`src/rtl/sdram_port_arbiter.sv`:
```
// sdram_port_arbiter
//   Shares the single SDRAM command channel between the ROM loader write
//   port (port 0) and the CPU/GFX/sound read ports.  Only one command is
//   ever in flight.  While rom_load is high, only port 0 may be granted.
//   Otherwise the ports are served round-robin, starting from rr_ptr.
//
// Handshake (requester side): a port has a transfer pending while
//   port_req[i] != port_ack[i].  The requester toggles port_req[i] to issue
//   a transfer.  It holds port_we/addr/din/be stable until port_ack[i]
//   toggles to match.  On a read, port_dout is valid in the cycle the ack
//   toggles.
// Handshake (controller side): sdr_req is a one-cycle command strobe, and
//   the sdr_* command fields stay stable until completion.  sdr_rdy is a
//   one-cycle completion pulse, and sdr_dout is valid while sdr_rdy is high.
//
// Ports
//   ram_clk, reset            clock (rising edge), synchronous active-high reset
//   rom_load                  download active: port 0 only
//   port_req / port_ack       per-port toggle request / acknowledge
//   port_we/addr/din/be       packed per-port command fields, port i at [i*W +: W]
//   port_dout                 read data of the last completed read
//   sdr_req/we/addr/din/be    command to the SDRAM controller
//   sdr_rdy / sdr_dout        completion pulse and read data from the controller
//   busy                      high from grant until completion (equals state == S_WAIT)

module sdram_port_arbiter #(
    parameter int NUM_PORTS = 4,
    parameter int AW        = 25,
    parameter int DW        = 16
) (
    input  logic                        ram_clk,
    input  logic                        reset,
    input  logic                        rom_load,
    input  logic [NUM_PORTS-1:0]        port_req,
    output logic [NUM_PORTS-1:0]        port_ack,
    input  logic [NUM_PORTS-1:0]        port_we,
    input  logic [NUM_PORTS*AW-1:0]     port_addr,
    input  logic [NUM_PORTS*DW-1:0]     port_din,
    input  logic [NUM_PORTS*DW/8-1:0]   port_be,
    output logic [DW-1:0]               port_dout,
    output logic                        sdr_req,
    output logic                        sdr_we,
    output logic [AW-1:0]               sdr_addr,
    output logic [DW-1:0]               sdr_din,
    output logic [DW/8-1:0]             sdr_be,
    input  logic                        sdr_rdy,
    input  logic [DW-1:0]               sdr_dout,
    output logic                        busy
);

    localparam int BW = DW / 8;
    localparam int IW = $clog2(NUM_PORTS);

    typedef enum logic {
        S_IDLE = 1'b0,
        S_WAIT = 1'b1
    } state_t;

    state_t state, state_nxt;

    logic [IW-1:0]        rr_ptr;
    logic [IW-1:0]        rr_nxt;
    logic [IW-1:0]        gnt_idx;
    logic                 gnt_tog;
    logic [IW-1:0]        winner;
    logic [IW-1:0]        cand;
    logic                 found;
    logic                 grant;
    logic                 done;
    logic [NUM_PORTS-1:0] pending;
    logic [NUM_PORTS-1:0] eligible;

    // Unpacked views of the packed per-port command fields.
    logic [AW-1:0] addr_arr [NUM_PORTS];
    logic [DW-1:0] din_arr  [NUM_PORTS];
    logic [BW-1:0] be_arr   [NUM_PORTS];

    for (genvar g = 0; g < NUM_PORTS; g++) begin : g_unpack
        assign addr_arr[g] = port_addr[g*AW +: AW];
        assign din_arr[g]  = port_din[g*DW +: DW];
        assign be_arr[g]   = port_be[g*BW +: BW];
    end

    // A port is pending while its request toggle differs from its ack.
    // During a ROM download, only the loader port may compete.
    always_comb begin
        pending  = port_req ^ port_ack;
        eligible = rom_load ? (pending & {{(NUM_PORTS-1){1'b0}}, 1'b1}) : pending;
    end

    // Round-robin scan starting at rr_ptr.  When rom_load is high, only bit 0
    // of eligible can be set, so the same scan always yields port 0.
    always_comb begin
        winner = '0;
        found  = 1'b0;
        cand   = '0;
        for (int i = 0; i < NUM_PORTS; i++) begin
            cand = IW'((int'(rr_ptr) + i) % NUM_PORTS);
            if (!found && eligible[cand]) begin
                winner = cand;
                found  = 1'b1;
            end
        end
        rr_nxt = IW'((int'(winner) + 1) % NUM_PORTS);
    end

    // A completion pulse that coincides with the command strobe is illegal.
    // It is ignored, so only a pulse in a later WAIT cycle ends the transfer.
    always_comb begin
        state_nxt = state;
        grant     = 1'b0;
        done      = 1'b0;
        case (state)
            S_IDLE: begin
                if (found) begin
                    grant     = 1'b1;
                    state_nxt = S_WAIT;
                end
            end
            S_WAIT: begin
                if (sdr_rdy && !sdr_req) begin
                    done      = 1'b1;
                    state_nxt = S_IDLE;
                end
            end
            default: state_nxt = S_IDLE;
        endcase
    end

    always_ff @(posedge ram_clk) begin
        if (reset) begin
            state <= S_IDLE;
        end else begin
            state <= state_nxt;
        end
    end

    always_ff @(posedge ram_clk) begin
        if (reset) begin
            port_ack  <= '0;
            port_dout <= '0;
            sdr_req   <= 1'b0;
            sdr_we    <= 1'b0;
            sdr_addr  <= '0;
            sdr_din   <= '0;
            sdr_be    <= '0;
            busy      <= 1'b0;
            rr_ptr    <= '0;
            gnt_idx   <= '0;
            gnt_tog   <= 1'b0;
        end else begin
            sdr_req <= 1'b0;
            if (grant) begin
                sdr_req  <= 1'b1;
                sdr_we   <= port_we[winner];
                sdr_addr <= addr_arr[winner];
                sdr_din  <= din_arr[winner];
                sdr_be   <= be_arr[winner];
                gnt_idx  <= winner;
                gnt_tog  <= port_req[winner];
                busy     <= 1'b1;
                rr_ptr   <= rr_nxt;
            end
            // The ack is returned as the request value captured at grant.
            // A requester that toggles again mid-transfer therefore stays
            // pending and is served once more.
            if (done) begin
                port_ack[gnt_idx] <= gnt_tog;
                if (!sdr_we) begin
                    port_dout <= sdr_dout;
                end
                busy <= 1'b0;
            end
        end
    end

endmodule
```
`config.mk`:
```
export PLATFORM = sky130hd
export DESIGN_NAME = sdram_port_arbiter
export DESIGN_NICKNAME = d
export VERILOG_FILES = /design/src/rtl/sdram_port_arbiter.sv
export SDC_FILE = /design/constraint.sdc
export NUM_CORES = 1
export LEC_CHECK = 0
export CAP_MARGIN = 0
export CORE_MARGIN = 3
export CORE_UTILIZATION = 38
export DETAILED_ROUTE_END_ITERATION = 10
export PLACE_DENSITY = 0.88
export SLEW_MARGIN = 20
export SYNTH_ARGS = -nofsm -noshare
export SYNTH_HDL_FRONTEND = slang
export SYNTH_SLANG_ARGS = --single-unit
```
`constraint.sdc`:
```
create_clock -name ram_clk -period 4.7 [get_ports ram_clk]
set_clock_uncertainty 0.05 [all_clocks]
set_input_delay 0.705 -clock ram_clk [delete_from_list [all_inputs] [get_ports ram_clk]]
set_output_delay 0.705 -clock ram_clk [all_outputs]
set_load 0.005 [all_outputs]
```
## After elaboration in Yosys (flattened, before gate mapping)

Index checks and enable logic that the tools add are counted.

| storage, ports and cells | value |
|---|---|
| bits in registers | 72 |
| output and inout bits | 66 |
| word-level logic and storage cells | 79 |
| input bits | 200 |

| cells by class | value |
|---|---|
| add/subtract/negate cells | 4 |
| mux-type cells | 40 |
| magnitude comparators | 8 |
| reductions and logical operators | 11 |
| bitwise gates (word level) | 4 |

Operator list:

| kind | count |
|---|---|
| binary-select mux 25 bit (select 2 bit) | 1 |
| two-way mux 25 bit | 2 |
| binary-select mux 16 bit (select 2 bit) | 1 |
| two-way mux 16 bit | 2 |
| less-than comparator 2 x 3 -> 1 bit (second input constant) | 6 |
| two-way mux 1 bit | 17 |
| binary-select mux 1 bit (select 2 bit) | 6 |
| two-way mux 2 bit | 6 |
| logical AND 1 bit | 5 |
| adder 2 x 1 -> 2 bit (second input constant) | 2 |
| adder 2 bit (second input constant) | 2 |
| binary-select mux 2 bit (select 2 bit) | 1 |
| bitwise mux 4 bit | 1 |
| logical NOT 1 bit | 4 |
| two-way mux 4 bit | 1 |
| XOR 4 bit | 1 |
| greater-or-equal comparator 3 bit (second input constant) | 1 |
| NOT 2 -> 3 bit | 1 |
| demux 1 bit (select 2 bit) | 1 |
| greater-or-equal comparator 2 x 1 -> 1 bit (second input constant) | 1 |
| NOT 1 bit | 2 |
| one-hot mux 1 bit (2 select lines) | 1 |
| AND reduction 2 bit | 1 |
| OR reduction 2 bit | 1 |

## Longest topological paths before layout

| depth | value |
|---|---|
| depth after elaboration | 18 |
| depth in mapped cells | 9 |
| gate-level depth less buffers | 6 |

## Worst setup path before layout

No wires, ideal clock.

| path | value |
|---|---|
| path type | input -> register |
| start | in port_req[0] |
| end | reg sdr_addr[0] |
| buffers on the path | 3 |
| slack | 2.404 ns |
| setup time | 0.138 ns |
| stages on the path | 9 |
| data required time | 4.512 ns |
| data arrival time | 2.109 ns |
| cells stage by stage | xor2_1 a31oi_1 a21oi_1 or3_1 clkbuf_1 buf_6 buf_4 mux2i_1 o221ai_1 |

| on the way | value |
|---|---|
| cells in the longest elaborated chain, start to end | 18 |
| elaborated cells on any way between the ends | 30 |
| those cells by class | 22 x mux; 2 x bitwise; 6 x reduce/logical |

RTL lines:

| what | RTL line | source |
|---|---|---|
| from (decl) | 34 | `input logic [NUM_PORTS-1:0] port_req,` |
| XOR 4 bit * | 87 | `pending = port_req ^ port_ack;` |
| two-way mux 4 bit * | 88 | `eligible = rom_load ? (pending & {{(NUM_PORTS-1){1'b0}}, 1'b1}) : pending;` |
| binary-select mux 1 bit (select 2 bit) | 99 | `if (!found && eligible[cand]) begin` |
| two-way mux 1 bit (not written as such) | 99 |  |
| two-way mux 1 bit | 99 |  |
| logical NOT 1 bit | 99 |  |
| logical AND 1 bit | 99 |  |
| two-way mux 1 bit | 99 |  |
| logical NOT 1 bit | 99 |  |
| logical AND 1 bit | 99 |  |
| two-way mux 1 bit | 99 |  |
| logical NOT 1 bit | 99 |  |
| logical AND 1 bit | 99 |  |
| two-way mux 2 bit | 99 |  |
| NOT 2 -> 3 bit (not written as such) | 156 | `sdr_addr <= addr_arr[winner];` |
| binary-select mux 25 bit (select 2 bit) | 156 |  |
| two-way mux 25 bit (not written as such) (2 in series) | 156 |  |
| to (signal assigned) | 156 |  |
| to (decl) | 43 | `output logic [AW-1:0] sdr_addr,` |

Mark *: on every way between the ends. The rest lies on a longest branch, timed or not. The select of a mux whose other input is x is not followed.
A chain may end at the register's enable or synchronous reset.

## Worst setup path after layout

| path | value |
|---|---|
| start | in port_req[3] |
| end | reg sdr_addr[18] |

Same word-level chain as after synthesis.

==> results.tsv <==
stage	metric	value	unit
pwr	vdd_drop_max	0.143	mV
worst_setup_path	cp_cell_sequence	clkdlybuf4s50_1 -> xor2_1 -> o21ai_1 -> a21oi_4 -> and2b_2 -> nand4_4 -> o221ai_1	
pwr	p_leak	2.85	nW
global_routing	grtUsageMet2	0.439	
yosys	avgSynthCellArea	9.47	sq um
global_routing	grt_use_total	0.239	
yosys	synth_warnings	0	
floorplan	fp-row-count	35	
yosys	yosys-top-cells-area	dfxtp_1 (39%), mux2i_1 (26%), o221ai_1 (11%), nand2_1 (8.0%), a21oi_1 (2.6%)	
routing	firstDrtPassIters	4	
final_layout	layout_commonest_cell	clkdlybuf4s50_1	
yosys	yosysTopAreaCell	dfxtp_1	
timing	fmax	319	MHz
min_path	hold_path_class	reg2reg	
clock_network	clk_path_buf_depth	2	
yosys	ys.flop_type	dfxtp_1	
worst_setup_path	crit_path_end_kind	register	
yosys	ys_seq_area_frac	0.393	
timing	hold_violations	0	
routing	drtAntennaViolNets	0	
timing	tightest_slew	1.06	ns
worst_setup_path	worstPathMaxFanout	45	
place	place.gp.congestion	0.863	
global_routing	grt_overflow	0	
worst_setup_path	cp.required	4.87	ns
worst_setup_path	worstSetupPathType	in2reg	
floorplan	ioPinCount	266	
yosys	synth_enable_flop_cells	0	
floorplan	start_util	0.395	
final_layout	layout_common_cells	clkdlybuf4s50_1 (265), mux2i_1 (95), nand2_1 (78)	
worst_setup_path	cp-start-kind	input pin	
global_routing	gr-max-usage-layer	met2	
worst_setup_path	cp.arrival	3.30	ns
yosys	syn_nets	587	
timing	rsz0062_at_grt	false	
final_layout	area_delta_synth_final	79.9	%
clock_network	cts_tree	yes	
routing	drc	0	
routing	wl_per_cell	17.4	microns
routing	drt_iter0_markers	182	
worst_setup_path	cp_slowest_stage_delay	0.54	ns
timing	setup_tns	0	ns
clock_network	path_clk_slew	0.08	ns
clock_network	htree_levels	3	
worst_setup_path	cp_top_family	compound AO/OA/AOI/OAI gates	
routing	wirelength	13400	microns
yosys	syn-cell-area	0.00366	sq mm
timing	finalSetupViolCount	0	
final_layout	final_nets	838	
worst_setup_path	path_buf_inv	1	
timing	hold_slack	0.409	ns
yosys	yosysUniqueCellTypes	33	
timing	period_needed	3.13	ns
global_routing	grt_pass1_vias	4109	
run	max_cap_viol_count	0	
floorplan	dieArea	0.0109	sq mm
final_layout	diodes	0	
worst_setup_path	critical_path.slowest_cell	nand4_4	
yosys	synth_top_area_frac	0.393	
global_routing	antenna_found_initial	0	
floorplan	core	0.00928	sq mm
floorplan	die_width	104	microns
yosys	synthArstFlopShare	0	
timing	fin_crit_sh	0.666	
place	numPortBuffers	265	
clock_network	post_cts_buffers	0	
clock_network	cts_buffers	9	
yosys	synth-seq-cells	72	
yosys	syn_inst	387	
global_routing	use_met1	0.267	
timing	slew_violations	0	
routing	via_per_inst	5.21	
floorplan	die_h	104	microns
timing	maxSlewHeadroom	0.293	
global_routing	grt.met3_usage	0.0658	
run_status	status	finished clean	
final_layout	drive_gt1_frac	0.0451	
global_routing	grt_max_degree	47	
clock_network	cts_resized	0	
clock_network	ctsHoldBuffers	0	
place	dpl.hpwl	10700	microns
clock_network	insertion_delay	0.33	ns
clock_network	cts-root-buf	clkbuf_8	
routing	vias	4020	
clock_network	cts.sinks	72	
pwr	p_per_area	278	mW/mm^2
global_routing	grt_pass1_wl	21100	microns
## cell families (layout without fill, tap and decap cells)
| kind of cell | after synthesis | in the layout | synth area share |
|---|---|---|---|
| buffers and inverters | 33 | 289 | 0.0478 |
| xor gates and xnor gates | 7 | 7 | 0.0167 |
| and+or+nand+nor | 104 | 104 | 0.119 |
| AOI/OAI and AO/OA | 73 | 73 | 0.155 |
| adders and majority gates | 1 | 1 | 0.00273 |
| muxes | 97 | 97 | 0.266 |
| DFF | 72 | 72 | 0.393 |
## final timing paths
kind                      start       endpoint  slack, ns  cells after the start
setup reg to reg    port_ack[3]   sdr_addr[18]       2.07                      6
hold reg to reg   port_dout[12]  port_dout[12]       0.41                      2
hold / removal    port_dout[12]  port_dout[12]       0.41                      2
setup / recovery    port_req[3]   sdr_addr[18]       1.57                      7
## where the power goes
group	total [mW]	switching (mW)	internal, mW	leakage (nW)
logic	0.575	0.217	0.358	2.15
registers	0.720	0.0420	0.678	0.591
clock network	0.540	0.240	0.300	0.110
## cells in the mapped netlist (5+ instances only)
| library cell | instances |
|---|---|
| dfxtp_1 | 72 |
| buf_4 | 6 |
| o221ai_1 | 45 |
| a21oi_1 | 19 |
| nor2_1 | 11 |
| buf_1 | 5 |
| nand3_1 | 5 |
| clkbuf_1 | 10 |
| buf_2 | 5 |
| nand2_1 | 78 |
| mux2i_1 | 95 |
## sequential cells by signal, summed over array words and instances (netlist names)
| name | cells |
|---|---|
| gnt_idx | 2 |
| sdr_din | 16 |
| state | 1 |
| rr_ptr | 2 |
| sdr_req | 1 |
| sdr_be | 2 |
| gnt_tog | 1 |
| sdr_we | 1 |
| port_ack | 4 |
| sdr_addr | 25 |
| busy | 1 |
| port_dout | 16 |
## worst reg2reg max path, cell delays in order, from the launching register on
cell and delay [ns]:
dfxtp_1 0.37, xor2_1 0.37, o21ai_1 0.21, a21oi_4 0.29, and2b_2 0.25, nand4_4 0.54, o221ai_1 0.45
## layer usage
metal | wire, microns | up-vias | share of wire
met1 | 5170 | 1883 | 0.39
met2 | 7040 | 187 | 0.52
met5 | 0 | - | 0
li1 | - | 1927 | -
met3 | 959 | 23 | 0.071
met4 | 245 | 0 | 0.018
## cell type report
class / instances / area [sq um]
tap: 129 / 161
clock inverter: 7 / 95.1
inverter: 4 / 15.0
multi-input combinational: 282 / 2060
sequential: 72 / 1440
clock buffer: 9 / 124
fill: 706 / 2690
timing repair buffer: 269 / 2700
## through the flow
step	setup WS [ns]	instance area [sq um]	power [mW]	cells	util
after floorplan	2.40	3660	0.964	387	-
after global routing	1.40	6590	1.92	772	0.710
after global placement	1.41	6370	1.29	756	0.686
final	1.57	6590	1.84	772	0.710
after detailed placement	1.23	6370	1.31	756	0.686
after CTS	1.60	6590	1.85	772	0.710
(Power assumes the default switching activity.)
